File: src/rtl/led_ctrl_pkg.sv
// Shared definitions for the LED controller shift/latch path:
// channel limit, counter-width helper and shift-direction constants.
package led_ctrl_pkg;

    // Widest frame the LED controller supports.
    localparam int LED_MAX_WIDTH = 32;

    // Shift-direction selectors for the MSB_FIRST parameter.
    localparam int SHIFT_MSB_FIRST = 1;
    localparam int SHIFT_LSB_FIRST = 0;

    // Counter width able to hold 0..width inclusive.
    function automatic int clog2_p1(input int width);
        return $clog2(width + 1);
    endfunction

endpackage

File: src/rtl/led_shift_latch_sync2.sv
// sync2: single-bit two-flop synchronizer, asynchronous active-high reset,
// both flops reset to 0.
module sync2 (
    input  logic i_clk,
    input  logic i_rst,
    input  logic i_d,
    output logic o_q
);

    logic r_meta;
    logic r_sync;

    // Two back-to-back flops to resolve metastability of an asynchronous input.
    always_ff @(posedge i_clk or posedge i_rst) begin
        if (i_rst) begin
            r_meta <= 1'b0;
            r_sync <= 1'b0;
        end else begin
            r_meta <= i_d;
            r_sync <= r_meta;
        end
    end

    assign o_q = r_sync;

endmodule

File: src/rtl/led_shift_latch.sv
// led_shift_latch: serial-in shift register with bit counter, output latch,
// daisy-chain SDO and sticky short-frame error.
// Optional macro LED_SHIFT_LATCH_SYNC_EN: SDI, SHIFT, LATCH and CLR_ERR pass
// through two-flop synchronizers (adds 2 cycles of input latency).
module led_shift_latch
    import led_ctrl_pkg::*;
#(
    parameter int WIDTH     = 8,
    parameter int MSB_FIRST = SHIFT_MSB_FIRST
) (
    input  logic             CLK,
    input  logic             RST,
    input  logic             SDI,
    input  logic             SHIFT,
    input  logic             LATCH,
    input  logic             CLR_ERR,
    output logic [WIDTH-1:0] Q,
    output logic             SDO,
    output logic             READY,
    output logic             ERR
);

    localparam int CW = clog2_p1(WIDTH);
    localparam logic [CW-1:0] CNT_FULL = CW'(WIDTH);

    logic w_sdi;
    logic w_shift;
    logic w_latch;
    logic w_clr_err;

`ifdef LED_SHIFT_LATCH_SYNC_EN
    sync2 u_sync_sdi   (.i_clk(CLK), .i_rst(RST), .i_d(SDI),     .o_q(w_sdi));
    sync2 u_sync_shift (.i_clk(CLK), .i_rst(RST), .i_d(SHIFT),   .o_q(w_shift));
    sync2 u_sync_latch (.i_clk(CLK), .i_rst(RST), .i_d(LATCH),   .o_q(w_latch));
    sync2 u_sync_clr   (.i_clk(CLK), .i_rst(RST), .i_d(CLR_ERR), .o_q(w_clr_err));
`else
    assign w_sdi     = SDI;
    assign w_shift   = SHIFT;
    assign w_latch   = LATCH;
    assign w_clr_err = CLR_ERR;
`endif

    logic [WIDTH-1:0] r_sr;
    logic [CW-1:0]    r_cnt;
    logic [WIDTH-1:0] r_q;
    logic             r_sdo;
    logic             r_err;

    logic [WIDTH-1:0] w_sr_shifted;
    logic             w_far_bit;
    logic             w_full;

    // Direction-dependent shift path and the bit that falls off the far end.
    generate
        if (MSB_FIRST == SHIFT_MSB_FIRST) begin : g_msb_first
            assign w_sr_shifted = {r_sr[WIDTH-2:0], w_sdi};
            assign w_far_bit    = r_sr[WIDTH-1];
        end else begin : g_lsb_first
            assign w_sr_shifted = {w_sdi, r_sr[WIDTH-1:1]};
            assign w_far_bit    = r_sr[0];
        end
    endgenerate

    assign w_full = (r_cnt == CNT_FULL);

    logic [WIDTH-1:0] w_sr_next;
    logic [CW-1:0]    w_cnt_next;
    logic [WIDTH-1:0] w_q_next;
    logic             w_sdo_next;
    logic             w_err_next;

    // Next-state for shift, count, latch and error; latch decisions use pre-edge count.
    always_comb begin
        w_sr_next  = r_sr;
        w_cnt_next = r_cnt;
        w_q_next   = r_q;
        w_sdo_next = r_sdo;
        w_err_next = r_err;

        if (w_shift) begin
            w_sr_next  = w_sr_shifted;
            w_sdo_next = w_far_bit;
            if (!w_full) begin
                w_cnt_next = r_cnt + CW'(1);
            end
        end

        if (w_clr_err) begin
            w_err_next = 1'b0;
        end

        if (w_latch) begin
            // A shift in the same cycle becomes the first bit of the next frame.
            w_cnt_next = w_shift ? CW'(1) : '0;
            if (w_full) begin
                w_q_next = r_sr;
            end else begin
                // Short frame: discard it and flag; setting wins over clearing.
                w_err_next = 1'b1;
            end
        end
    end

    // State registers, all cleared immediately by reset.
    always_ff @(posedge CLK or posedge RST) begin
        if (RST) begin
            r_sr  <= '0;
            r_cnt <= '0;
            r_q   <= '0;
            r_sdo <= 1'b0;
            r_err <= 1'b0;
        end else begin
            r_sr  <= w_sr_next;
            r_cnt <= w_cnt_next;
            r_q   <= w_q_next;
            r_sdo <= w_sdo_next;
            r_err <= w_err_next;
        end
    end

    assign Q     = r_q;
    assign SDO   = r_sdo;
    assign READY = w_full;
    assign ERR   = r_err;

endmodule

File: config.mk
export PLATFORM = sky130hd
export DESIGN_NAME = led_shift_latch
export DESIGN_NICKNAME = d
export VERILOG_FILES = /design/src/rtl/led_ctrl_pkg.sv /design/src/rtl/led_shift_latch_sync2.sv /design/src/rtl/led_shift_latch.sv
export SDC_FILE = /design/constraint.sdc
export NUM_CORES = 1
export LEC_CHECK = 0
export ABC_AREA = 1
export CORE_ASPECT_RATIO = 1.75
export CORE_MARGIN = 5
export CORE_UTILIZATION = 40
export CTS_CLUSTER_DIAMETER = 40
export DETAILED_ROUTE_END_ITERATION = 10
export SLEW_MARGIN = 5
export SYNTH_ARGS = -nofsm -noshare
export SYNTH_HDL_FRONTEND = slang
export SYNTH_SLANG_ARGS = --single-unit
export TNS_END_PERCENT = 30
File: constraint.sdc
create_clock -name CLK -period 1.5 [get_ports CLK]
set_input_delay 0.3 -clock CLK [delete_from_list [all_inputs] [get_ports CLK]]
set_output_delay 0.3 -clock CLK [all_outputs]
set_load 0.03 [all_outputs]
### After elaboration in Yosys (flattened, before gate mapping)

Cells that the tools add are included.

| word-level totals | value |
|---|---|
| bits in registers | 22 |
| bits of input ports | 6 |
| output and inout bits | 11 |
| logic and storage cells | 18 |

| operators by class | value |
|---|---|
| $add $sub $neg | 1 |
| equality and inequality tests | 2 |
| multiplexer cells | 7 |
| reduce and logical (&&, ||, !) cells | 3 |

Operators with widths:

| cell | number |
|---|---|
| two-way mux 4 bit | 3 |
| adder 4 x 1 -> 4 bit, second input constant | 1 |
| equality test 4 bit, second input constant | 1 |
| two-way mux 1 bit | 4 |
| AND reduction 2 bit | 2 |
| != test 2 bit, second input constant | 1 |
| nonzero test 2 bit | 1 |

### Logic depth before layout (Yosys ltp)

Gate-level depths: netlist (run 1).

| logic depth | value |
|---|---|
| word-level depth | 4 |
| depth in mapped cells | 8 |

### Worst setup path after synthesis (run 1)

OpenSTA, ideal clock, no wires.

| timing path | value |
|---|---|
| kind | register -> register |
| start point | register r_cnt[0] |
| end point | register r_q[0] (netlist: Q[0]) |
| library setup time | 119 ps |
| data arrival time | 1322 ps |
| data required time | 1381 ps |
| slack | 59 ps |
| cell stages (with the launch flop) | 9 |
| clock period less this slack | 1441 ps |
| path through | dfrtp_1 > inv_1 > ha_1 > nand2_2 > nor2_4 > nand2_4 > buf_6 > nand2_1 > o21ai_2 |

| on the way | value |
|---|---|
| cells in the longest elaborated chain, start to end | 2 |

Ends and longest elaborated chain:

| item | line | RTL |
|---|---|---|
| start: declaration | led_shift_latch.sv:44 | `logic [CW-1:0] r_cnt;` |
| start signal: assignment | led_shift_latch.sv:114 | `r_cnt <= w_cnt_next;` |
| equality test 4 bit | led_shift_latch.sv:64 | `assign w_full = (r_cnt == CNT_FULL);` |
| via READY | led_shift_latch.sv:19 | `output logic READY,` |
| AND reduction 2 bit (no source line) | - |  |
| end signal: assignment | led_shift_latch.sv:115 | `r_q <= w_q_next;` |
| end: declaration | led_shift_latch.sv:45 | `logic [WIDTH-1:0] r_q;` |

The timed path passes the listed nets, and every way through them passes these cells.
A chain may end at the register's enable or synchronous reset.

### Final worst setup path (run 1)

| timing path | value |
|---|---|
| start point | register r_cnt[1] |
| end point | output READY |

| on the way | value |
|---|---|
| cells in the longest elaborated chain, start to end | 1 |

Ends and longest elaborated chain:

| item | line |
|---|---|
| equality test 4 bit | led_shift_latch.sv:64 |
| end: declaration | led_shift_latch.sv:19 |

No other way between the ends.

==> impl_table.tex, run 1 <==
\begin{tabular}{lr}
\hline
Metric & Value \\
\hline
\multicolumn{2}{l}{\textbf{Status}} \\
\quad Result of the run & complete, but fails checks \\
\quad Violated checks & negative setup slack \\
\multicolumn{2}{l}{\textbf{Power and ir drop}} \\
\quad Power per unit of standard cell area & 1090 nW/µm² \\
\quad Total design power & 1330 µW \\
\quad Peak supply drop & 565 µV \\
\quad Leakage Power & 0.000631 µW \\
\multicolumn{2}{l}{\textbf{Synthesis}} \\
\quad Seq/Total Area, Yosys & 0.575 \\
\quad Count of distinct cell types in the synthesized netlist & 18 \\
\quad Instance count of the mapped netlist & 100 \\
\quad Number of warnings issued by yosys & 0 \\
\quad Area fraction in compound gates after synthesis & 0.141 \\
\quad Per-instance average area after synthesis & 9.57 µm² \\
\quad Summed instance area of the synthesized netlist & 957 µm² \\
\quad Xor and xnor area share after synthesis & 0 \\
\quad Post-synthesis adder-cell area fraction & 0.0261 \\
\quad Main combinational cell family by area after synthesis & simple AND/OR/NAND/NOR gates \\
\quad Synthesized flop and latch total & 22 \\
\quad Number of nets produced by synthesis & 108 \\
\quad Multiplexer area fraction after synthesis & 0 \\
\quad Simple-gate portion of the synthesized area & 0.170 \\
\multicolumn{2}{l}{\textbf{Flow run}} \\
\quad Number of max-capacitance violations reported & 0 \\
\multicolumn{2}{l}{\textbf{Min path}} \\
\quad Min-delay worst type & in -> async \\
\multicolumn{2}{l}{\textbf{Detailed routing}} \\
\quad Router iterations before antenna repair & 4 \\
\quad Via count normalized by instance count & 4.78 \\
\quad Total number of vias & 707 \\
\quad Initial detailed-routing violation count & 19 \\
\quad Count of nets left with antenna violations after detail routing & 0 \\
\quad Overall routed net length & 1710 µm \\
\quad Number of remaining DRC errors & 0 \\
\quad Mean routed wirelength per cell & 11.5 µm \\
\multicolumn{2}{l}{\textbf{Timing}} \\
\quad Setup repair after global routing missed its margin & yes \\
\quad F\_max & 0.653 GHz \\
\quad Setup skew after layout & 0.00512 ns \\
\quad Final-report hold violation count & 0 \\
\quad Actual transition at the worst max-transition pin & 0.306 ns \\
\quad Relative slew margins & 0.797 \\
\quad Final Cycle Share & 1.02 \\
\quad Finish-stage setup viols & 1 \\
\quad Setup slack after layout & -0.0316 ns \\
\quad Worst hold slack & 0.368 ns \\
\quad Total count of max-transition violations in the final report & 0 \\
\quad Shortest clock period the worst path allows after layout & 1.53 ns \\
\multicolumn{2}{l}{\textbf{Finish}} \\
\quad Antenna cell count & 0 \\
\quad Count of non-filler cells in the finished layout & 148 \\
\quad Core utilization of the finished layout & 0.530 \\
\quad Total area of sequential cells & 551 µm² \\
\quad Layout net count & 132 \\
\quad Area growth from synthesis to layout & 27.5\% \\
\quad Share of post-route cells with drive strength above 1 & 0.187 \\
\quad Layout filler cell count & 239 \\
\quad Most used cells in the layout excluding fill and tap cells & nand2\_1 (23), dfrtp\_1 (22), inv\_1 (17) \\
\quad Post-route design area & 1220 µm² \\
\quad Area taken by multi-input logic gates & 325 µm² \\
\quad Most common library cell in the layout ignoring fill and taps & nand2\_1 \\
\multicolumn{2}{l}{\textbf{Setup path}} \\
\quad Slowest library cell on the worst path & dfrtp\_1 \\
\quad Critical path startpoint category & flip-flop \\
\quad Sort of element at the end of the critical path & primary output \\
\quad Stage delay of the slowest cell on the critical path & 0.40 ns \\
\quad Cells traversed along the worst timing path & inv\_1 > ha\_2 > nand2\_2 > nor2\_4 > buf\_6 \\
\quad Buffers \& Inverters on Critical Path & 2 \\
\quad Req. time, crit path & 1.20 ns \\
\quad Worst path arrival time & 1.23 ns \\
\quad CP delay by family, top & flip-flops \\
\quad Kind of critical path & reg -> out \\
\quad Maximum net fanout on the critical path & 3 \\
\multicolumn{2}{l}{\textbf{Global routing}} \\
\quad GRT Resource Usage Total & 0.117 \\
\quad Number of global-route vias before repair & 711 \\
\quad Global-route wire length before repair & 2990 µm \\
\quad Grt ovf & 0 \\
\quad Number of antenna violations at the first check in global routing & 0 \\
\quad Largest net degree at the start of global routing & 23 \\
\multicolumn{2}{l}{\textbf{CTS}} \\
\quad Num CTS Buffers & 3 \\
\quad H-tree depth & 1 \\
\quad Root buf cell & clkbuf\_8 \\
\quad Total clock sinks & 22 \\
\quad Number of buffers on the longest clock path & 2 \\
\quad Worst skew pair latency & 0.26 ns \\
\quad Hold-fix buffers at CTS & 0 \\
\quad TritonCTS clock tree & done \\
\quad Post-CTS clock slew at the launch and capture registers of the worst setup and hold paths & 0.08 ns \\
\multicolumn{2}{l}{\textbf{Placement}} \\
\quad HPWL after detailed placement & 1260 µm \\
\quad Number of port buffers & 16 \\
\quad Dpl cell area & 1140 µm² \\
\quad Placed cell count & 140 \\
\quad GP Congestion & 0.746 \\
\multicolumn{2}{l}{\textbf{Floorplan}} \\
\quad I/O pin total & 17 \\
\quad Core Footprint & 2300 µm² \\
\quad Row count & 23 \\
\quad Chip width & 47.0 µm \\
\quad Area of the die & 3510 µm² \\
\quad Initial standard-cell utilization of the core & 0.416 \\
\quad DIE HEIGHT & 74.7 µm \\
\hline
\end{tabular}
==> worst reg2reg max path: stages, from the launching register on <==
cell and delay, ns:
dfrtp_1 0.40, inv_1 0.07, ha_2 0.18, nand2_2 0.07, nor2_4 0.11, buf_4 0.15, nand2_4 0.13, nand2_1 0.11
o21ai_2 0.05
==> final cells by class <==
| type | count | area share |
|---|---|---|
| inverter | 17 | 0.0523 |
| tap | 25 | 0.0256 |
| clock buffer | 4 | 0.0451 |
| timing repair buffer | 22 | 0.159 |
| multi-input combinational | 58 | 0.267 |
| sequential | 22 | 0.451 |
==> synth_stat cells, drive strengths merged <==
master	number	area (µm²)
clkbuf	1	3.75
o22ai	1	6.26
nor2	4	22.5
nand4	1	6.26
o21ai	17	115
ha	2	25.0
dfrtp	22	551
a31oi	1	6.26
o21bai	1	7.51
nand2	25	104
nand3	6	30.0
buf	2	16.3
inv	17	63.8
==> routing by layer <==
| metal | global-route usage | vias up | wire length (µm) | share of wire |
|---|---|---|---|---|
| met4 | 0.0554 | 0 | 19 | 0.011 |
| met5 | 0 | - | 0 | 0 |
| met2 | 0.201 | 10 | 920 | 0.54 |
| met3 | 0.0215 | 2 | 58 | 0.034 |
| li1 | - | 360 | - | - |
| met1 | 0.135 | 335 | 707 | 0.41 |
==> registers in the layout, indices dropped and copies added, names as in the netlist <==
name   cells
SDO        1
r_sr       8
ERR        1
Q          8
r_cnt      4
==> metrics by stage <==
| stage | worst slack [ns] | setup TNS (ns) |
|---|---|---|
| after CTS | -0.0727 | -0.0727 |
| after floorplan | 0.0595 | 0 |
| final | -0.0316 | -0.0316 |
| after detailed placement | 0.106 | 0 |
| after global routing | -0.105 | -0.105 |
| after global placement | 0.120 | 0 |
==> report_power, final <==
part | internal [µW] | switching (µW) | total [µW]
logic | 89.1 | 141 | 231
clock network | 233 | 179 | 413
registers | 651 | 32.2 | 683
==> worst paths after layout <==
kind | start | cells past startpoint | slack, ns | to
setup / recovery | r_cnt[1] | 5 | -0.03 | READY
hold / removal | RST | 3 | 0.37 | r_sr[0]
setup reg to reg | r_cnt[1] | 8 | 0.12 | Q[5]
hold reg to reg | Q[4] | 2 | 0.48 | Q[4]
max in group asynchronous | RST | 3 | 0.91 | r_sr[6]
min in group CLK | Q[4] | 2 | 0.48 | Q[4]
==> cell families (layout without fill, tap and decap cells) <==
family,Yosys count,count (layout)
buf+inv,20,43
flops,22,22
compound gates,20,20
simple gates,36,36
fa+ha+maj,2,2
==> what timing repair did <==
item / in CTS / in global routing
endpoints found under the hold margin: 0 / 0
pin swaps: 2 / 2
gates cloned: 0 / 0
endpoints found under the setup margin: 11 / 5
setup buffers: 2 / 2
resized for setup: 12 / 0
No activity file was read; power rests on OpenSTA's default activity.
==> inputs of run 2 (changes only) <==
Settings changed: MAX_ROUTING_LAYER from default to met4.
==> impl_table.tex, run 2 (same netlist as run 1, synthesis figures left out) <==
\begin{tabular}{lr}
\hline
Metric & Value \\
\hline
\multicolumn{2}{l}{\textbf{CTS}} \\
\quad Root buf cell & clkbuf\_8 \\
\quad TritonCTS clock tree & done \\
\quad Num CTS Buffers & 3 (unchanged) \\
\quad Worst skew pair latency & 0.26 ns (about the same) \\
\quad Hold-fix buffers at CTS & 0 (unchanged) \\
\quad H-tree depth & 1 (unchanged) \\
\quad Post-CTS clock slew at the launch and capture registers of the worst setup and hold paths & 0.08 ns (about the same) \\
\quad Number of buffers on the longest clock path & 2 (unchanged) \\
\quad Total clock sinks & 22 (unchanged) \\
\multicolumn{2}{l}{\textbf{Floorplan}} \\
\quad Area of the die & 3510 µm² (unchanged) \\
\quad Chip width & 47.0 µm (unchanged) \\
\quad I/O pin total & 17 (unchanged) \\
\quad Initial standard-cell utilization of the core & 0.416 (unchanged) \\
\quad Core Footprint & 2300 µm² (unchanged) \\
\quad Row count & 23 (unchanged) \\
\quad DIE HEIGHT & 74.7 µm (unchanged) \\
\multicolumn{2}{l}{\textbf{Power and ir drop}} \\
\quad Peak supply drop & 565 µV (about the same) \\
\quad Power per unit of standard cell area & 1090 nW/µm² (about the same) \\
\quad Leakage Power & 0.000631 µW (unchanged) \\
\quad Total design power & 1330 µW (about the same) \\
\multicolumn{2}{l}{\textbf{Timing}} \\
\quad Finish-stage setup viols & 1 (unchanged) \\
\quad Relative slew margins & 0.797 (unchanged) \\
\quad Actual transition at the worst max-transition pin & 0.306 ns (unchanged) \\
\quad Setup repair after global routing missed its margin & yes \\
\quad Final Cycle Share & 1.02 (about the same) \\
\quad F\_max & 0.653 GHz (about the same) \\
\quad Setup tns final & -0.0316 ns (+0.00000310 ns) \\
\quad Total count of max-transition violations in the final report & 0 (unchanged) \\
\quad Final-report hold violation count & 0 (unchanged) \\
\quad Setup slack after layout & -0.0316 ns (+0.00000310 ns) \\
\quad Shortest clock period the worst path allows after layout & 1.53 ns (-0.00000310 ns) \\
\quad Setup skew after layout & 0.00515 ns (+0.0000247 ns) \\
\multicolumn{2}{l}{\textbf{Global routing}} \\
\quad GRT Resource Usage Total & 0.121 (+0.00342) \\
\quad Largest net degree at the start of global routing & 23 (unchanged) \\
\quad Number of antenna violations at the first check in global routing & 0 (unchanged) \\
\quad Number of global-route vias before repair & 711 (unchanged) \\
\quad Grt ovf & 0 (unchanged) \\
\quad Global-route wire length before repair & 2980 µm (-0.23\%) \\
\multicolumn{2}{l}{\textbf{Setup path}} \\
\quad Stage delay of the slowest cell on the critical path & 0.40 ns (about the same) \\
\quad Buffers \& Inverters on Critical Path & 2 (unchanged) \\
\quad Slowest library cell on the worst path & dfrtp\_1 \\
\quad CP delay by family, top & flip-flops \\
\quad Maximum net fanout on the critical path & 3 (unchanged) \\
\quad Req. time, crit path & 1.20 ns (about the same) \\
\quad Worst path arrival time & 1.23 ns (about the same) \\
\quad Kind of critical path & reg -> out \\
\quad Cells traversed along the worst timing path & inv\_1 > ha\_2 > nand2\_2 > nor2\_4 > buf\_6 \\
\quad Critical path startpoint category & flip-flop \\
\quad Sort of element at the end of the critical path & primary output \\
\multicolumn{2}{l}{\textbf{Detailed routing}} \\
\quad Via count normalized by instance count & 4.78 (unchanged) \\
\quad Number of remaining DRC errors & 0 (unchanged) \\
\quad Initial detailed-routing violation count & 22 (+3) \\
\quad Total number of vias & 707 (unchanged) \\
\quad Mean routed wirelength per cell & 11.5 µm (unchanged) \\
\quad Overall routed net length & 1710 µm (unchanged) \\
\quad Count of nets left with antenna violations after detail routing & 0 (unchanged) \\
\quad Router iterations before antenna repair & 4 (unchanged) \\
\multicolumn{2}{l}{\textbf{Placement}} \\
\quad Minimum setup slack after placement & 0.106 ns (unchanged) \\
\quad Number of port buffers & 16 (unchanged) \\
\quad HPWL after detailed placement & 1260 µm (unchanged) \\
\quad GP Congestion & 0.755 (+1.3\%) \\
\multicolumn{2}{l}{\textbf{Finish}} \\
\quad Antenna cell count & 0 (unchanged) \\
\quad Layout net count & 132 (unchanged) \\
\quad Most common library cell in the layout ignoring fill and taps & nand2\_1 \\
\quad Share of post-route cells with drive strength above 1 & 0.187 (unchanged) \\
\quad Area growth from synthesis to layout & 27.5\% (unchanged) \\
\quad Most used cells in the layout excluding fill and tap cells & nand2\_1 (23), dfrtp\_1 (22), inv\_1 (17) \\
\multicolumn{2}{l}{\textbf{Status}} \\
\quad Result of the run & complete, but fails checks \\
\quad Violated checks & negative setup slack \\
\multicolumn{2}{l}{\textbf{Flow run}} \\
\quad Number of max-capacitance violations reported & 0 (unchanged) \\
\multicolumn{2}{l}{\textbf{Min path}} \\
\quad Min-delay worst type & in -> async \\
\hline
\end{tabular}
==> run 2: cell counts in the layout (fill, tap and decap cells not counted) <==
Identical to the previous run, type by type.
==> run 2: report_power, final <==
part           internal (µW)  leakage (µW)  total [µW]  switching [µW]
logic                   89.1      0.000316         231             141
registers                651      0.000286         683            32.2
clock network            233     0.0000288         413             179
==> run 2: what timing repair did <==
action                                  in CTS  in global routing
endpoints found under the setup margin      11                  5
setup buffers                                2                  2
endpoints found under the hold margin        0                  0
gates resized for setup                     12                  0
pin swaps                                    2                  2
gates cloned                                 0                  0
==> run 2: final cells by class <==
cell class                 instances  area, µm²
multi-input combinational         58        325
fill                             239       1080
sequential                        22        551
clock buffer                       4       55.1
timing repair buffer              22        194
inverter                          17       63.8
tap                               25       31.3
==> run 2: final timing paths <==
| check | startpoint | end | slack (ns) | cells after the start |
|---|---|---|---|---|
| worst max-delay path | r_cnt[1] | READY | -0.03 | 5 |
| max in group asynchronous | RST | r_sr[6] | 0.91 | 3 |
| min in group CLK | Q[4] | Q[4] | 0.48 | 2 |
| worst min register to register | Q[4] | Q[4] | 0.48 | 2 |
| worst max register to register | r_cnt[1] | Q[5] | 0.12 | 8 |
| worst min-delay path | RST | r_sr[0] | 0.37 | 3 |
==> run 2: stage by stage <==
step	util	area, µm²	hold slack (ns)	std cells
after floorplan	-	957	0.289	100
after global placement	0.496	1140	0.468	140
after detailed placement	0.496	1140	0.470	140
after CTS	0.523	1200	0.377	146
after global routing	0.530	1220	0.400	148
final	0.530	1220	0.368	148
==> run 2: routing by layer <==
metal / up-vias / track usage / wire length [µm]
met5: - / - / 0
met4: 0 / 0.0554 / 19
met3: 2 / 0.0215 / 58
met2: 10 / 0.201 / 920
met1: 335 / 0.135 / 707
li1: 360 / - / -
==> run 2: worst register-to-register path, stage by stage, from the launching register on <==
cell     delay, ns
dfrtp_1       0.40
inv_1         0.07
ha_2          0.18
nand2_2       0.07
nor2_4        0.11
buf_4         0.15
nand2_4       0.13
nand2_1       0.11
o21ai_2       0.05
==> inputs of run 3 (changes only) <==
Settings changed: GPL_ROUTABILITY_DRIVEN from default to 0.
==> results of run 3 <==
Same layout as run 2: the final DEF is identical, and so are final timing and power.
